===== config.mk =====
export PLATFORM = sky130hd
export DESIGN_NAME = snake_body_updater
export DESIGN_NICKNAME = d
export VERILOG_FILES = /design/src/rtl/snake_body_updater.sv
export SDC_FILE = /design/constraint.sdc
export NUM_CORES = 1
export LEC_CHECK = 0
export CAP_MARGIN = 20
export CELL_PAD_IN_SITES_DETAIL_PLACEMENT = 1
export CELL_PAD_IN_SITES_GLOBAL_PLACEMENT = 2
export CORE_UTILIZATION = 29
export CTS_CLUSTER_SIZE = 40
export DETAILED_ROUTE_END_ITERATION = 12
export GPL_TIMING_DRIVEN = 1
export PLACE_DENSITY = 0.8
export SKIP_CTS_REPAIR_TIMING = 1
export SYNTH_ARGS = -nofsm -noshare
export SYNTH_HDL_FRONTEND = slang
export SYNTH_SLANG_ARGS = --single-unit

===== constraint.sdc =====
create_clock -name clk -period 4.2 [get_ports clk]
set_input_delay 0.84 -clock clk [delete_from_list [all_inputs] [get_ports clk]]
set_output_delay 0.84 -clock clk [all_outputs]
set_load 0.01 [all_outputs]

===== src/rtl/snake_body_updater.sv =====
// rtl/snake_body_updater.sv - shifts the snake tail memory by one slot per game step
// and reports whether the new head lands on the updated body.
module snake_body_updater #(
  parameter int WORD_W    = 12,
  parameter int ADDR_W    = 7,
  parameter int MAX_TAILS = 127
) (
  input  logic              clk,
  input  logic              reset,
  input  logic              tick,
  input  logic              grow,
  input  logic [WORD_W-1:0] cur_head_pos,
  input  logic [WORD_W-1:0] new_head_pos,
  output logic [ADDR_W-1:0] mem_addr,
  output logic              mem_we,
  output logic [WORD_W-1:0] mem_wdata,
  input  logic [WORD_W-1:0] mem_rdata,
  output logic [ADDR_W-1:0] num_tails,
  output logic              busy,
  output logic              done,
  output logic              collision
);

  typedef enum logic [2:0] {IDLE, READ, WRITE, HEAD, FIN} state_t;

  localparam logic [ADDR_W-1:0] MAX_K = ADDR_W'(MAX_TAILS);
  localparam logic [ADDR_W-1:0] ONE   = ADDR_W'(1);

  state_t            state;
  state_t            state_next;
  logic [ADDR_W-1:0] tails_q;
  logic [ADDR_W-1:0] k_q;
  logic [ADDR_W-1:0] idx_q;
  logic [WORD_W-1:0] cur_q;
  logic [WORD_W-1:0] new_q;
  logic              coll_q;
  logic [ADDR_W-1:0] k_calc;
  logic [ADDR_W-1:0] s_calc;

  // Growth saturates at MAX_TAILS: the oldest tail simply falls off the end.
  always_comb begin
    k_calc = tails_q;
    if (grow && (tails_q < MAX_K)) begin
      k_calc = tails_q + ONE;
    end
    s_calc = (k_calc != '0) ? (k_calc - ONE) : '0;
  end

  always_ff @(posedge clk) begin
    if (reset) begin
      state <= IDLE;
    end else begin
      state <= state_next;
    end
  end

  always_comb begin
    state_next = state;
    case (state)
      IDLE: begin
        if (tick) begin
          if (s_calc != '0) begin
            state_next = READ;
          end else if (k_calc != '0) begin
            state_next = HEAD;
          end else begin
            state_next = FIN;
          end
        end
      end
      READ:    state_next = WRITE;
      WRITE:   state_next = (idx_q != '0) ? READ : HEAD;
      HEAD:    state_next = FIN;
      FIN:     state_next = IDLE;
      default: state_next = IDLE;
    endcase
  end

  always_ff @(posedge clk) begin
    if (reset) begin
      tails_q <= '0;
      k_q     <= '0;
      idx_q   <= '0;
      cur_q   <= '0;
      new_q   <= '0;
      coll_q  <= 1'b0;
    end else begin
      case (state)
        IDLE: begin
          if (tick) begin
            cur_q  <= cur_head_pos;
            new_q  <= new_head_pos;
            k_q    <= k_calc;
            idx_q  <= (s_calc != '0) ? (s_calc - ONE) : '0;
            coll_q <= 1'b0;
          end
        end
        WRITE: begin
          if (mem_rdata == new_q) begin
            coll_q <= 1'b1;
          end
          if (idx_q != '0) begin
            idx_q <= idx_q - ONE;
          end
        end
        HEAD: begin
          if (cur_q == new_q) begin
            coll_q <= 1'b1;
          end
        end
        FIN: begin
          tails_q <= k_q;
        end
        default: begin
        end
      endcase
    end
  end

  // Memory outputs are forced quiet while reset is held so an aborted update stops at once.
  always_comb begin
    mem_addr  = '0;
    mem_we    = 1'b0;
    mem_wdata = '0;
    if (!reset) begin
      case (state)
        READ: begin
          mem_addr = idx_q;
        end
        WRITE: begin
          mem_addr  = idx_q + ONE;
          mem_we    = 1'b1;
          mem_wdata = mem_rdata;
        end
        HEAD: begin
          mem_we    = 1'b1;
          mem_wdata = cur_q;
        end
        default: begin
        end
      endcase
    end
  end

  assign busy      = (state != IDLE);
  assign done      = (state == FIN);
  assign num_tails = tails_q;
  assign collision = coll_q;

endmodule


==> flow_summary.html <==
<table>
<tr><th>Metric</th><th>Value</th></tr>
<tr><th colspan="2">Status</th></tr>
<tr><td>Run status</td><td>complete, no violations</td></tr>
<tr><th colspan="2">Synthesis</th></tr>
<tr><td>Cell taking the most area after synthesis</td><td>dfxtp_1</td></tr>
<tr><td>Number of flops mapped to enable cells by yosys</td><td>0</td></tr>
<tr><td>Most common flop cell mapped by yosys</td><td>dfxtp_1</td></tr>
<tr><td>Flop and latch count out of synthesis</td><td>49</td></tr>
<tr><td>Post-synth cell types</td><td>59</td></tr>
<tr><td>Most numerous cell in the Yosys netlist</td><td>nand2_1</td></tr>
<tr><td>Net count after synthesis</td><td>467</td></tr>
<tr><td>Netlist Area Pre-Place</td><td>0.00324 mm^2</td></tr>
<tr><td>Total of warnings raised by yosys</td><td>0</td></tr>
<tr><td>Dominant cells by area after synthesis</td><td>dfxtp_1 (30%), nand2_1 (7.0%), nor2_1 (6.7%), mux2i_1 (6.5%), a21oi_1 (6.0%)</td></tr>
<tr><td>Cell count after synthesis</td><td>421</td></tr>
<tr><td>Proportion of register bits with asynchronous set or reset after synthesis</td><td>0%</td></tr>
<tr><td>List of most frequent post-synthesis cells</td><td>nand2_1 (60), nor2_1 (58), dfxtp_1 (49), a21oi_1 (39)</td></tr>
<tr><td>Share of the yosys chip area belonging to registers</td><td>30.3%</td></tr>
<tr><td>Share of the synthesized area in the top cell type</td><td>30.3%</td></tr>
<tr><td>Avg Synthesized Cell Area</td><td>7.69 um^2</td></tr>
<tr><th colspan="2">Floorplan</th></tr>
<tr><td>Top-level I/O count</td><td>70</td></tr>
<tr><td>Row Count</td><td>38</td></tr>
<tr><td>Effective utilization at floorplan</td><td>29.9%</td></tr>
<tr><td>Die H</td><td>108 um</td></tr>
<tr><td>Area inside the core boundary</td><td>0.0108 mm^2</td></tr>
<tr><td>Die X-Extent</td><td>108 um</td></tr>
<tr><td>Total die area</td><td>0.0116 mm^2</td></tr>
<tr><th colspan="2">Power and ir drop</th></tr>
<tr><td>Proportion of power drawn by flip-flops and latches</td><td>45.8%</td></tr>
<tr><td>Power spent charging and discharging nets</td><td>0.399 mW</td></tr>
<tr><td>Static Leakage</td><td>1.51 nW</td></tr>
<tr><td>P_int</td><td>0.795 mW</td></tr>
<tr><td>Share of power burned in the clock network</td><td>24.8%</td></tr>
<tr><td>Combinational power share</td><td>29.4%</td></tr>
<tr><td>PD cells</td><td>289 mW/mm^2</td></tr>
<tr><td>Maximum resistive drop on vdd</td><td>117 uV</td></tr>
<tr><td>Proportion of total power due to net switching</td><td>33.4%</td></tr>
<tr><th colspan="2">Route</th></tr>
<tr><td>First-pass iteration count of the detailed router</td><td>4</td></tr>
<tr><td>Vias after detailed routing</td><td>3,164</td></tr>
<tr><td>Routed wire per std cell</td><td>15.8 um</td></tr>
<tr><td>Ratio of routed vias to standard cells</td><td>5.12</td></tr>
<tr><td>DRC violation count after routing</td><td>0</td></tr>
<tr><td>Antenna-violating nets left</td><td>0</td></tr>
<tr><td>Final WL</td><td>9.75 mm</td></tr>
<tr><td>Initial detailed-routing violation count</td><td>62</td></tr>
<tr><th colspan="2">Global route</th></tr>
<tr><td>Top Usage Layer GRT</td><td>met2</td></tr>
<tr><td>Global-route track usage on met3</td><td>2.85%</td></tr>
<tr><td>Overall global routing resource usage</td><td>17.4%</td></tr>
<tr><td>GR Layer Usage met1</td><td>23.5%</td></tr>
<tr><td>First-pass GRT wire length</td><td>15.9 mm</td></tr>
<tr><td>Via count of the first global-routing pass</td><td>3,175</td></tr>
<tr><td>Maximum number of pins on one net before global-route repair</td><td>48</td></tr>
<tr><td>Initial antenna violation count</td><td>0</td></tr>
<tr><td>Grt total ovfl</td><td>0</td></tr>
<tr><td>M2 GR Usage</td><td>28.9%</td></tr>
<tr><th colspan="2">Cells and area</th></tr>
<tr><td>Count of antenna diodes in the layout</td><td>0</td></tr>
<tr><td>Final #Nets</td><td>523</td></tr>
<tr><td>Fraction of final layout cells sized beyond drive strength 1</td><td>6.07%</td></tr>
<tr><td>Post-layout util</td><td>38.1%</td></tr>
<tr><td>Layout overhead on the synthesized area</td><td>27.4%</td></tr>
<tr><th colspan="2">Clock network</th></tr>
<tr><td>Clock tree from TritonCTS</td><td>done</td></tr>
<tr><td>Root cell of the clock tree</td><td>clkbuf_8</td></tr>
<tr><td>Total clock sinks</td><td>49</td></tr>
<tr><td>Total CTS buffers</td><td>5</td></tr>
<tr><td>Latest clock arrival within the worst-skew pair</td><td>0.31 ns</td></tr>
<tr><td>Maximum count of clock buffers along a single path</td><td>2</td></tr>
<tr><td>Post-CTS clock slew at the launch and capture registers of the worst setup and hold paths</td><td>0.09 ns</td></tr>
<tr><td>H-tree levels</td><td>2</td></tr>
<tr><th colspan="2">Worst setup path</th></tr>
<tr><td>Setup CP Type</td><td>input pin to register</td></tr>
<tr><td>Nature of the critical path endpoint</td><td>register</td></tr>
<tr><td>Largest fanout of any net on the critical path</td><td>10</td></tr>
<tr><td>Required time at the endpoint of the critical path</td><td>4.43 ns</td></tr>
<tr><td>Arrival time worst endpoint</td><td>3.97 ns</td></tr>
<tr><td>Sort of element at the start of the critical path</td><td>input pin</td></tr>
<tr><th colspan="2">STA</th></tr>
<tr><td>Transition time of the tightest slew-check pin</td><td>0.667 ns</td></tr>
<tr><td>Period Utilization, post-route</td><td>89.1%</td></tr>
<tr><td>Unrepaired setup endpoints after global routing</td><td>no</td></tr>
<tr><td>Final total negative setup slack</td><td>0 ns</td></tr>
<tr><td>Clock period minus final worst setup slack</td><td>3.74 ns</td></tr>
<tr><td>Slew headroom</td><td>55.4%</td></tr>
<tr><td>Final Hold Viols</td><td>0</td></tr>
<tr><td>Highest clock rate</td><td>267 MHz</td></tr>
<tr><td>Final number of max-transition violations</td><td>0</td></tr>
<tr><td>Final-report setup violation count</td><td>0</td></tr>
<tr><td>Maximum clock skew at final layout</td><td>0.0120 ns</td></tr>
<tr><th colspan="2">Worst hold path</th></tr>
<tr><td>Min-delay worst type</td><td>register to register</td></tr>
<tr><th colspan="2">Job</th></tr>
<tr><td>Max-Cap Viols</td><td>0</td></tr>
<tr><th colspan="2">Placement</th></tr>
<tr><td>Total of buffers placed on input and output ports</td><td>69</td></tr>
<tr><td>Placer Congestion</td><td>0.818</td></tr>
<tr><td>Total half-perimeter wirelength after legalization and detailed placement</td><td>7.55 mm</td></tr>
</table>
==> placed cells by master (no fill, tap or decap), types with 8 or more instances in the layout <==
| cell | netlist | layout |
|---|---|---|
| mux2i_1 | 21 | 21 |
| xnor2_1 | 21 | 21 |
| nand2_1 | 60 | 60 |
| o21ai_0 | 11 | 11 |
| nor2_1 | 58 | 58 |
| nand4_1 | 8 | 8 |
| dfxtp_1 | 49 | 49 |
| a21oi_1 | 39 | 39 |
| inv_1 | 8 | 8 |
| clkdlybuf4s50_1 | 0 | 69 |
| xor2_1 | 17 | 17 |
==> sequential cells by signal, indices dropped and copies added (netlist names) <==
register,count
num_tails,7
cur_q,12
state,3
collision,1
new_q,12
k_q,7
idx_q,7
==> power by group through the flow <==
stage	Clock, mW	Sequential, mW	Combinational, mW
5_1_grt	0.330	0.553	0.391
4_1_cts	0.306	0.547	0.356
6_report	0.296	0.546	0.351
3_3_place_gp	0	0.556	0.349
3_5_place_dp	0	0.557	0.354
2_1_floorplan	0	0.534	0.248
==> layer usage <==
metal	up-vias	routed length, um
met5	-	0
met4	0	68
met3	6	250
met2	40	4640
met1	1521	4790
li1	1597	-
==> per-stage QoR <==
stage / setup slack [ns] / instances / cell area, um^2 / power (mW) / hold WS [ns]
floorplan: 1.01 / 421 / 3240 / 0.782 / 0.449
global placement: 0.277 / 610 / 4030 / 0.904 / 0.467
detailed placement: 0.183 / 610 / 4030 / 0.912 / 0.481
CTS: 0.479 / 618 / 4130 / 1.21 / 0.495
global route: 0.203 / 618 / 4130 / 1.27 / 0.509
finish: 0.460 / 618 / 4130 / 1.19 / 0.493
==> kinds of logic (layout without fill, tap and decap cells) <==
logic type	Yosys count	after routing	synth area share, %
simple gates	179	179	26.5
compound gates	94	94	19.5
flops	49	49	30.3
xor+xnor	38	38	10.3
buf+inv	34	91	4.60
mux	21	21	6.49
fa+ha+maj	6	6	2.32
==> worst max-delay path, stage by stage <==
cell             delay (ns)
clkdlybuf4s50_1        0.65
and3_1                 0.31
o2111ai_1              0.24
a211oi_2               0.33
and4_1                 0.38
nand2b_1               0.20
ha_1                   0.24
nand3_2                0.14
or4_1                  0.49
a21oi_1                0.15
==> path summary, 6_finish.rpt <==
check | startpoint | to | slack (ns) | cells past startpoint
max | grow | state[1] | 0.46 | 10
min | cur_q[3] | cur_q[3] | 0.49 | 2
max reg2reg | num_tails[0] | state[1] | 0.72 | 10
min reg2reg | cur_q[3] | cur_q[3] | 0.49 | 2
==> area by class of cell <==
class | count | area, um^2
multi-input combinational | 338 | 2110
inverter | 8 | 30.0
tap | 140 | 175
timing repair buffer | 75 | 736
clock inverter | 2 | 13.8
clock buffer | 6 | 82.6
sequential | 49 | 981
fill | 1342 | 6710
(Power assumes the default switching activity.)
